### src/rtl/dmem_responder_pkg.sv
`default_nettype none
// ============================================================================
//  Module      : dmem_responder_pkg
//  Description : Shared definitions for the dCPU memory responder: bus
//                widths, default MMIO address and FSM state encoding.
//  Revision    : 1.0 - initial release
// ============================================================================
package dmem_responder_pkg;

  localparam int DMEM_AW = 8;
  localparam int DMEM_DW = 8;

  localparam logic [DMEM_AW-1:0] DMEM_MMIO_DEFAULT = 8'hFE;

  typedef enum logic [1:0] {
    DMEM_LOAD = 2'b00,
    DMEM_HOLD = 2'b01,
    DMEM_RUN  = 2'b10
  } dmem_state_t;

endpackage : dmem_responder_pkg
`default_nettype wire

### src/rtl/dmem_ram.sv
`default_nettype none
// ============================================================================
//  Module      : dmem_ram
//  Description : 256x8 storage, one synchronous write port and one
//                asynchronous read port. Contents are never reset.
//  Revision    : 1.0 - initial release
// ============================================================================
module dmem_ram
  import dmem_responder_pkg::*;
(
  input  logic               clk,
  input  logic               we,
  input  logic [DMEM_AW-1:0] waddr,
  input  logic [DMEM_DW-1:0] wdata,
  input  logic [DMEM_AW-1:0] raddr,
  output logic [DMEM_DW-1:0] rdata
);

  logic [DMEM_DW-1:0] r_mem [0:(1<<DMEM_AW)-1];

  // Synchronous write; a same-cycle read still sees the old byte
  always_ff @(posedge clk) begin
    if (we) begin
      r_mem[waddr] <= wdata;
    end
  end

  assign rdata = r_mem[raddr];

endmodule : dmem_ram
`default_nettype wire

### src/rtl/dmem_responder.sv
`default_nettype none
// ============================================================================
//  Module      : dmem_responder
//  Description : dCPU bus memory responder. Boots a program image from a
//                byte stream while holding the CPU in reset, then serves
//                CPU reads/writes with one memory-mapped output port.
//  Revision    : 1.0 - initial release
// ============================================================================
module dmem_responder
  import dmem_responder_pkg::*;
#(
  parameter logic [DMEM_AW-1:0] MMIO_OUT_ADDR = DMEM_MMIO_DEFAULT,
  parameter int                 HOLD_CYCLES   = 2
) (
  input  logic               clk,
  input  logic               rst,
  input  logic               R,
  input  logic               W,
  input  logic [DMEM_AW-1:0] addr,
  input  logic [DMEM_DW-1:0] data_in,
  output logic [DMEM_DW-1:0] mem_out,
  input  logic               ld_valid,
  input  logic [DMEM_DW-1:0] ld_data,
  input  logic               ld_last,
  input  logic               skip_load,
  output logic               ld_ready,
  output logic               cpu_rst,
  output logic               out_valid,
  output logic [DMEM_DW-1:0] out_data,
  output logic               bus_err
);

  // Hold counter runs 0..HOLD_CYCLES-1; the terminal value triggers RUN
  localparam logic [3:0] c_HOLD_LAST = 4'(HOLD_CYCLES - 1);
  localparam logic [DMEM_AW-1:0] c_PTR_LAST = '1;

  dmem_state_t        r_state;
  dmem_state_t        w_state_nxt;
  logic [DMEM_AW-1:0] r_ptr;
  logic [DMEM_AW-1:0] w_ptr_nxt;
  logic [3:0]         r_hold_cnt;
  logic [3:0]         w_hold_nxt;
  logic               r_out_valid;
  logic [DMEM_DW-1:0] r_out_data;
  logic               r_bus_err;

  logic               w_we;
  logic [DMEM_AW-1:0] w_waddr;
  logic [DMEM_DW-1:0] w_wdata;
  logic               w_mmio_wr;
  logic               w_conflict;
  logic [DMEM_DW-1:0] w_rdata;

  dmem_ram u_ram (
    .clk   (clk),
    .we    (w_we),
    .waddr (w_waddr),
    .wdata (w_wdata),
    .raddr (addr),
    .rdata (w_rdata)
  );

  // Next-state logic and RAM write-port mux (loader in LOAD, CPU in RUN)
  always_comb begin
    w_state_nxt = r_state;
    w_ptr_nxt   = r_ptr;
    w_hold_nxt  = r_hold_cnt;
    w_we        = 1'b0;
    w_waddr     = addr;
    w_wdata     = data_in;
    w_mmio_wr   = 1'b0;
    w_conflict  = 1'b0;
    case (r_state)
      DMEM_LOAD: begin
        // A valid byte wins over skip_load in the same cycle
        if (ld_valid) begin
          w_we      = 1'b1;
          w_waddr   = r_ptr;
          w_wdata   = ld_data;
          w_ptr_nxt = r_ptr + 1'b1;
          if (ld_last || (r_ptr == c_PTR_LAST)) begin
            w_state_nxt = DMEM_HOLD;
          end
        end else if (skip_load) begin
          w_state_nxt = DMEM_HOLD;
        end
      end
      DMEM_HOLD: begin
        if (r_hold_cnt == c_HOLD_LAST) begin
          w_hold_nxt  = 4'd0;
          w_state_nxt = DMEM_RUN;
        end else begin
          w_hold_nxt = r_hold_cnt + 4'd1;
        end
      end
      DMEM_RUN: begin
        // Simultaneous R and W is a bus fault: the read proceeds, the write does not
        w_conflict = ~R & ~W;
        w_we       = ~W & R;
        w_mmio_wr  = w_we && (addr == MMIO_OUT_ADDR);
      end
      default: begin
        w_state_nxt = DMEM_LOAD;
      end
    endcase
  end

  // State, loader pointer, hold counter, MMIO port and sticky error flag
  always_ff @(posedge clk or negedge rst) begin
    if (!rst) begin
      r_state     <= DMEM_LOAD;
      r_ptr       <= '0;
      r_hold_cnt  <= 4'd0;
      r_out_valid <= 1'b0;
      r_out_data  <= '0;
      r_bus_err   <= 1'b0;
    end else begin
      r_state     <= w_state_nxt;
      r_ptr       <= w_ptr_nxt;
      r_hold_cnt  <= w_hold_nxt;
      r_out_valid <= w_mmio_wr;
      if (w_mmio_wr) begin
        r_out_data <= data_in;
      end
      if (w_conflict) begin
        r_bus_err <= 1'b1;
      end
    end
  end

  assign ld_ready  = (r_state == DMEM_LOAD);
  assign cpu_rst   = (r_state != DMEM_RUN);
  assign mem_out   = ((r_state == DMEM_RUN) && !R) ? w_rdata : '0;
  assign out_valid = r_out_valid;
  assign out_data  = r_out_data;
  assign bus_err   = r_bus_err;

endmodule : dmem_responder
`default_nettype wire

### config.mk
export PLATFORM = sky130hd
export DESIGN_NAME = dmem_responder
export DESIGN_NICKNAME = d
export VERILOG_FILES = /design/src/rtl/dmem_responder_pkg.sv /design/src/rtl/dmem_ram.sv /design/src/rtl/dmem_responder.sv
export SDC_FILE = /design/constraint.sdc
export NUM_CORES = 2
export LEC_CHECK = 0
export ABC_AREA = 1
export CAP_MARGIN = 20
export CORE_AREA = 2 2 546 277
export DETAILED_ROUTE_END_ITERATION = 8
export DIE_AREA = 0 0 548 279
export PLACE_DENSITY_LB_ADDON = 0.12
export SLEW_MARGIN = 20
export SYNTH_ARGS = -nofsm -noshare
export SYNTH_HDL_FRONTEND = slang
export SYNTH_SLANG_ARGS = --single-unit
### constraint.sdc
create_clock -name clk -period 20.9 [get_ports clk]
set_clock_uncertainty 0.05 [all_clocks]
set_input_delay 5.225 -clock clk [delete_from_list [all_inputs] [get_ports clk]]
set_output_delay 5.225 -clock clk [all_outputs]
set_load 0.01 [all_outputs]
# ---- After elaboration in Yosys (flattened, before gate mapping)
# Memory sizes are Yosys's and may differ from the RTL's.
# Index checks and enable logic that the tools add are counted.
dict set report totals {
  mem_bits_rw 2048
  n_memories 1
  register_bits 24
  output_inout_bits 20
}
# name words word_bits rd rd_clocked_by_memory_dff wr line_no
set memory_table {}
lappend memory_table {u_ram.r_mem 256 8 1 0 1 dmem_ram.sv:19} ;# logic [DMEM_DW-1:0] r_mem [0:(1<<DMEM_AW)-1];
dict set report op_classes {
  reduce_logical 7
  mux 17
  bitwise_logic 5
  addsub 2
  n_eq_ne 9
}
# operator count
set ops {}
lappend ops {{$mux W8} 5}
lappend ops {{$eq A8 B8 Y1 const B} 2}
lappend ops {{$add A8 B1 Y8 const B} 1}
lappend ops {{$mux W2} 4}
lappend ops {{$pmux W2 S3} 1}
lappend ops {{$mux W1} 5}
lappend ops {{$add A4 B1 Y4 const B} 1}
lappend ops {{$eq A4 B1 Y1 const B} 1}
lappend ops {{$mux W4} 1}
lappend ops {{$ne A2 B2 Y1 const B} 2}
lappend ops {{$reduce_and A4 Y1} 1}
lappend ops {{$ne A3 B2 Y1 const B} 1}
lappend ops {{$ne A3 B3 Y1 const B} 1}
lappend ops {{$not A1 Y1} 3}
lappend ops {{$and A1 B1 Y1} 2}
lappend ops {{$eq A2 B1 Y1 const B} 1}
lappend ops {{$eq A2 B2 Y1 const B} 1}
lappend ops {{$logic_and A1 B1 Y1} 2}
lappend ops {{$logic_not A2 Y1} 1}
lappend ops {{$pmux W1 S2} 1}
lappend ops {{$reduce_and A2 Y1} 1}
lappend ops {{$logic_not A1 Y1} 1}
lappend ops {{$logic_or A1 B1 Y1} 1}

# ---- Longest topological paths before layout
dict set report logic_depth {
  word_depth 5
  mapped_depth 19
}

# ---- Cells and area by module
# A second synthesis with hierarchy kept.
dict set report hier_totals {
  hier_cells 7199
  hier_area_um2 84648.7
}
# module cells_per_inst area_each_um2 seq_area_each_um2 n_inst
set modules_own_cells {}
lappend modules_own_cells {dmem_ram 6995 83236.1 61499.0 1}
lappend modules_own_cells {dmem_responder 204 1412.6 600.6 1}

# ---- Worst setup path after synthesis
# OpenSTA, ideal clock, no wires.
dict set report synth_path {
  path_type {in2reg}
  startpoint {input ld_valid}
  endpoint {memory u_ram.r_mem[0][0] (data pin)}
  slack_ns 3.021
  t_arrival_ns 15.640
  path_stages 4
  required_time_ns 18.661
  setup_ns 2.189
  path_cell_list {nand2_2 -> clkinv_1 -> clkbuf_1 -> o21ai_0}
}
dict set report synth_between {
  elab_chain_cells 2
}
# element line_no
set synth_rtl {}
lappend synth_rtl {{start: declaration} dmem_responder.sv:22} ;# input logic ld_valid,
lappend synth_rtl {{$mux W8} dmem_responder.sv:76} ;# if (ld_valid) begin
lappend synth_rtl {{$mux W8} dmem_responder.sv:73} ;# case (r_state)
lappend synth_rtl {{named net u_ram.wdata[0]} dmem_ram.sv:14} ;# input logic [DMEM_DW-1:0] wdata,
lappend synth_rtl {{end: declaration} dmem_ram.sv:19}
# The timed path passes the listed nets, and every way through them passes these cells.

# ---- Worst setup path after layout
dict set report layout_path {
  startpoint {input addr[0]}
  endpoint {output mem_out[6]}
}
dict set report layout_between {
  elab_chain_cells 2
}
# element line_no
set layout_rtl {}
lappend layout_rtl {{start: declaration} dmem_responder.sv:19} ;# input logic [DMEM_AW-1:0] addr,
lappend layout_rtl {{$mem_v2 Z256 W8} n/a}
lappend layout_rtl {{$mux W8} dmem_responder.sv:133} ;# assign mem_out = ((r_state == DMEM_RUN) && !R) ? w_rdata : '0;
lappend layout_rtl {{end: declaration} dmem_responder.sv:21} ;# output logic [DMEM_DW-1:0] mem_out,
# Every way passes these cells.

==> summary.md <==
| Metric | Value |
|---|---|
| Status | completed |
| Layout Nets | 8243 |
| Die ar. | 153000 µm² |
| Number of synthesized flops with an enable pin | 2048 |
| Core area | 148000 µm² |
| Setup_tns | 0 ns |
| Skew-Pair Late Insertion Delay | 0.83 ns |
| CTS Sinks | 2072 |
| Worst slack, placed | 5.48 ns |
| 1st-iter DRT viols | 9406 |
| Worst EP required | 15.63 ns |
| Die Y | 279 µm |
| Final Cell Area | 95600 µm² |
| Max VDD drop | 0.0666 mV |
| Worst-margin pin slew | 1.27 ns |
| Vias in the first global route | 55193 |
| Post-synthesis cell type count | 36 |
| Asr flop ratio synth | 1.16% |
| Final Max Slew Viols | 0 |
| Root buffer cell | clkbuf_16 |
| Clock Path Buffers | 4 |
| Max_cap viols | 0 |
| Cells after Synth | 8353 |
| Net Sw Frac | 23.0% |
| Cell Int Power | 6.48 mW |
| Slew HR | 15.6% |
| Initial Util | 59.8% |
| Tcrit/Tclk final | 75.3% |
| Highest Clock Rate | 63.5 MHz |
| Sequential Power Share | 54.2% |
| CP Launch Point | addr[0] |
| CP Capture Type | output pin |
| Clock share of power | 39.4% |
| Crit Path Class | primary input to output pin |
| Detail-routed via count per cell | 5.81 |
| Final Hold Viols | 0 |
| Port Buffer Count | 50 |
| TritonCTS clock tree | built |
| Fraction of layout cells with a size suffix above 1 | 4.42% |
| Dpl cell area | 89900 µm² |
| Met2 wire len | 96.6 mm |
| DPL Wire Length | 143 mm |
| DRT antenna net count | 0 |
| Pwr Density | 88.1 nW/µm² |
| Critical R2R Launch | r_state[1] |
| Initial antenna violation count | 5 |
| Area of the mapped netlist | 88400 µm² |
| DR WL met3 | 36.5 mm |
| Routed length per placed instance | 23.8 µm |
| GPL Wtd Cong | 0.913 |
| Top FF cell, synth | edfxtp_1 |
| Final setup violation count | 0 |
| WL final | 246 mm |
| Largest net degree at the start of global routing | 204 |
| Seq cells post-synth | 2072 |
| P_leak | 36.8 nW |
| First-pass DRT Iterations | 6 |
| Cts repair resizes | 0 |
| Critical Path AT | 10.47 ns |
| RSZ-0062 raised after global routing | false |
| H-Tree Depth | 4 |
| Gr ovfl total | 0 |
| First-pass GRT wire length | 363 mm |
| Clock Pin Slew Worst Setup and Hold Paths | 0.06 ns |
| Worst Hold Class | register to register |
| Hold path start | r_hold_cnt[3] |
| Std-Cell Rows | 100 |
| CP Max Fanout | 169 |
| Synth warn | 0 |
| Vias | 59991 |
| Area growth from synthesis to layout | 8.11% |
| Clock buffer count from CTS | 183 |
| Total Power | 8.42 mW |
| Post-CTS Hold Buffers | 0 |
| WHS | 0.438 ns |
| Worst setup margin | 5.16 ns |
| Top Layer Used | met5 |
| Critical path launch point type | primary input |
| Post-CTS setup buffers | 0 |
| Mean Syn Cell Area | 10.6 µm² |
| Total GRT Usage | 32.0% |
| Net Switching | 1.94 mW |
| Sequential share of the synthesized area | 70.2% |
| Combinational power share | 6.4% |
| Wire length on met1 | 107 mm |
| Syn nets | 8385 |
| Die width | 548 µm |
| DR DRC count | 0 |
| Io pins | 51 |
| Min Tclk post-route | 15.74 ns |
[state kept, by name (all words and copies together) (netlist names)]
signal,count
out_data,8
out_valid,1
r_ptr,8
r_hold_cnt,4
bus_err,1
r_state,2
u_ram.r_mem,2048
[per-layer routing]
metal,vias up,track usage [%]
met2,3772,41.6
met4,6,7.00
met3,367,10.9
met5,-,1.09
met1,28596,51.4
li1,27250,-
[critical path: stages]
cell and delay, ns:
buf_8 0.44, buf_12 0.48, buf_4 0.71, buf_4 0.76, nor2_1 0.12, nor2_1 0.13, o21ai_0 0.12, nand3_1 0.19
nand3_1 0.10, nand2_1 0.10, nand3_1 0.27, nand2_1 0.17, nand2_1 0.07, nand2_1 0.19, inv_1 0.06, a21oi_1 0.25
clkdlybuf4s50_1 0.61
[cells in the final DEF (no fill, tap or decap), types with 3 or more instances in the layout]
cell,count
clkbuf_16,187
edfxtp_1,2048
nand3b_1,3
buf_12,11
or2_2,15
bufinv_16,13
o211ai_1,97
clkbuf_1,37
clkinv_1,51
o21ai_4,7
nand2_1,2371
clkdlybuf4s50_1,46
clkinvlp_4,4
a21oi_1,89
o21ai_0,416
nand3_1,718
o21ai_1,33
clkinv_2,30
inv_4,3
inv_1,854
buf_4,72
nand2_2,5
xor2_1,7
dfrtp_1,24
inv_6,3
nor2_1,1171
[cell usage after synthesis, drive strengths merged, types with 3 or more instances]
master / number / area (µm²)
clkinv: 8 / 30.0
edfxtp: 2048 / 61500
o211ai: 97 / 728
nand3: 718 / 3590
nand2: 2377 / 8920
o21ai: 457 / 2290
nor2: 1174 / 4410
nand3b: 3 / 22.5
xor2: 7 / 61.3
inv: 860 / 3230
clkbuf: 157 / 589
buf: 304 / 1760
dfrtp: 24 / 601
a21oi: 90 / 454
or2: 15 / 93.8
[cell type report]
class	instances	area, µm²
antenna	1	2.50
inverter	868	3280
sequential	2072	62100
multi-input combinational	4952	20800
tap	1989	2490
clock inverter	93	758
fill	11435	52200
timing repair buffer	134	1290
clock buffer	225	4830
[stage by stage]
stage          utilization [%]  instances
2_1_floorplan                -       8353
3_3_place_gp              60.9      10014
3_5_place_dp              60.9      10014
4_1_cts                   64.6      10332
5_1_grt                   64.7      10334
6_report                  64.7      10334
[power groups by stage]
stage	registers, mW	clock network, mW	logic (mW)
4_1_cts	4.57	3.32	0.524
3_3_place_gp	4.66	0	0.517
3_5_place_dp	4.66	0	0.522
2_1_floorplan	4.70	0	0.321
5_1_grt	4.56	3.49	0.579
6_report	4.57	3.31	0.541
[path summary, 6_finish.rpt]
path / endpoint / slack (ns) / cells past startpoint
max: mem_out[6] / 5.16 / 17
min: r_hold_cnt[3] / 0.44 / 1
max reg2reg: u_ram.r_mem[236][5] / 15.25 / 9
min reg2reg: r_hold_cnt[3] / 0.44 / 1
max in group asynchronous: r_ptr[6] / 15.75 / 2
min in group asynchronous: out_data[5] / 4.73 / 2
[kinds of logic after synthesis]
family	synth area share [%]
AND/OR/NAND/NOR	19.3
buffers and inverters	6.34
XOR/XNOR	0.0892
adder cells (fa/ha/maj)	0.0142
flip-flops	70.2
AO/OA/AOI/OAI	3.98
Power figures use the tool's default switching activity.
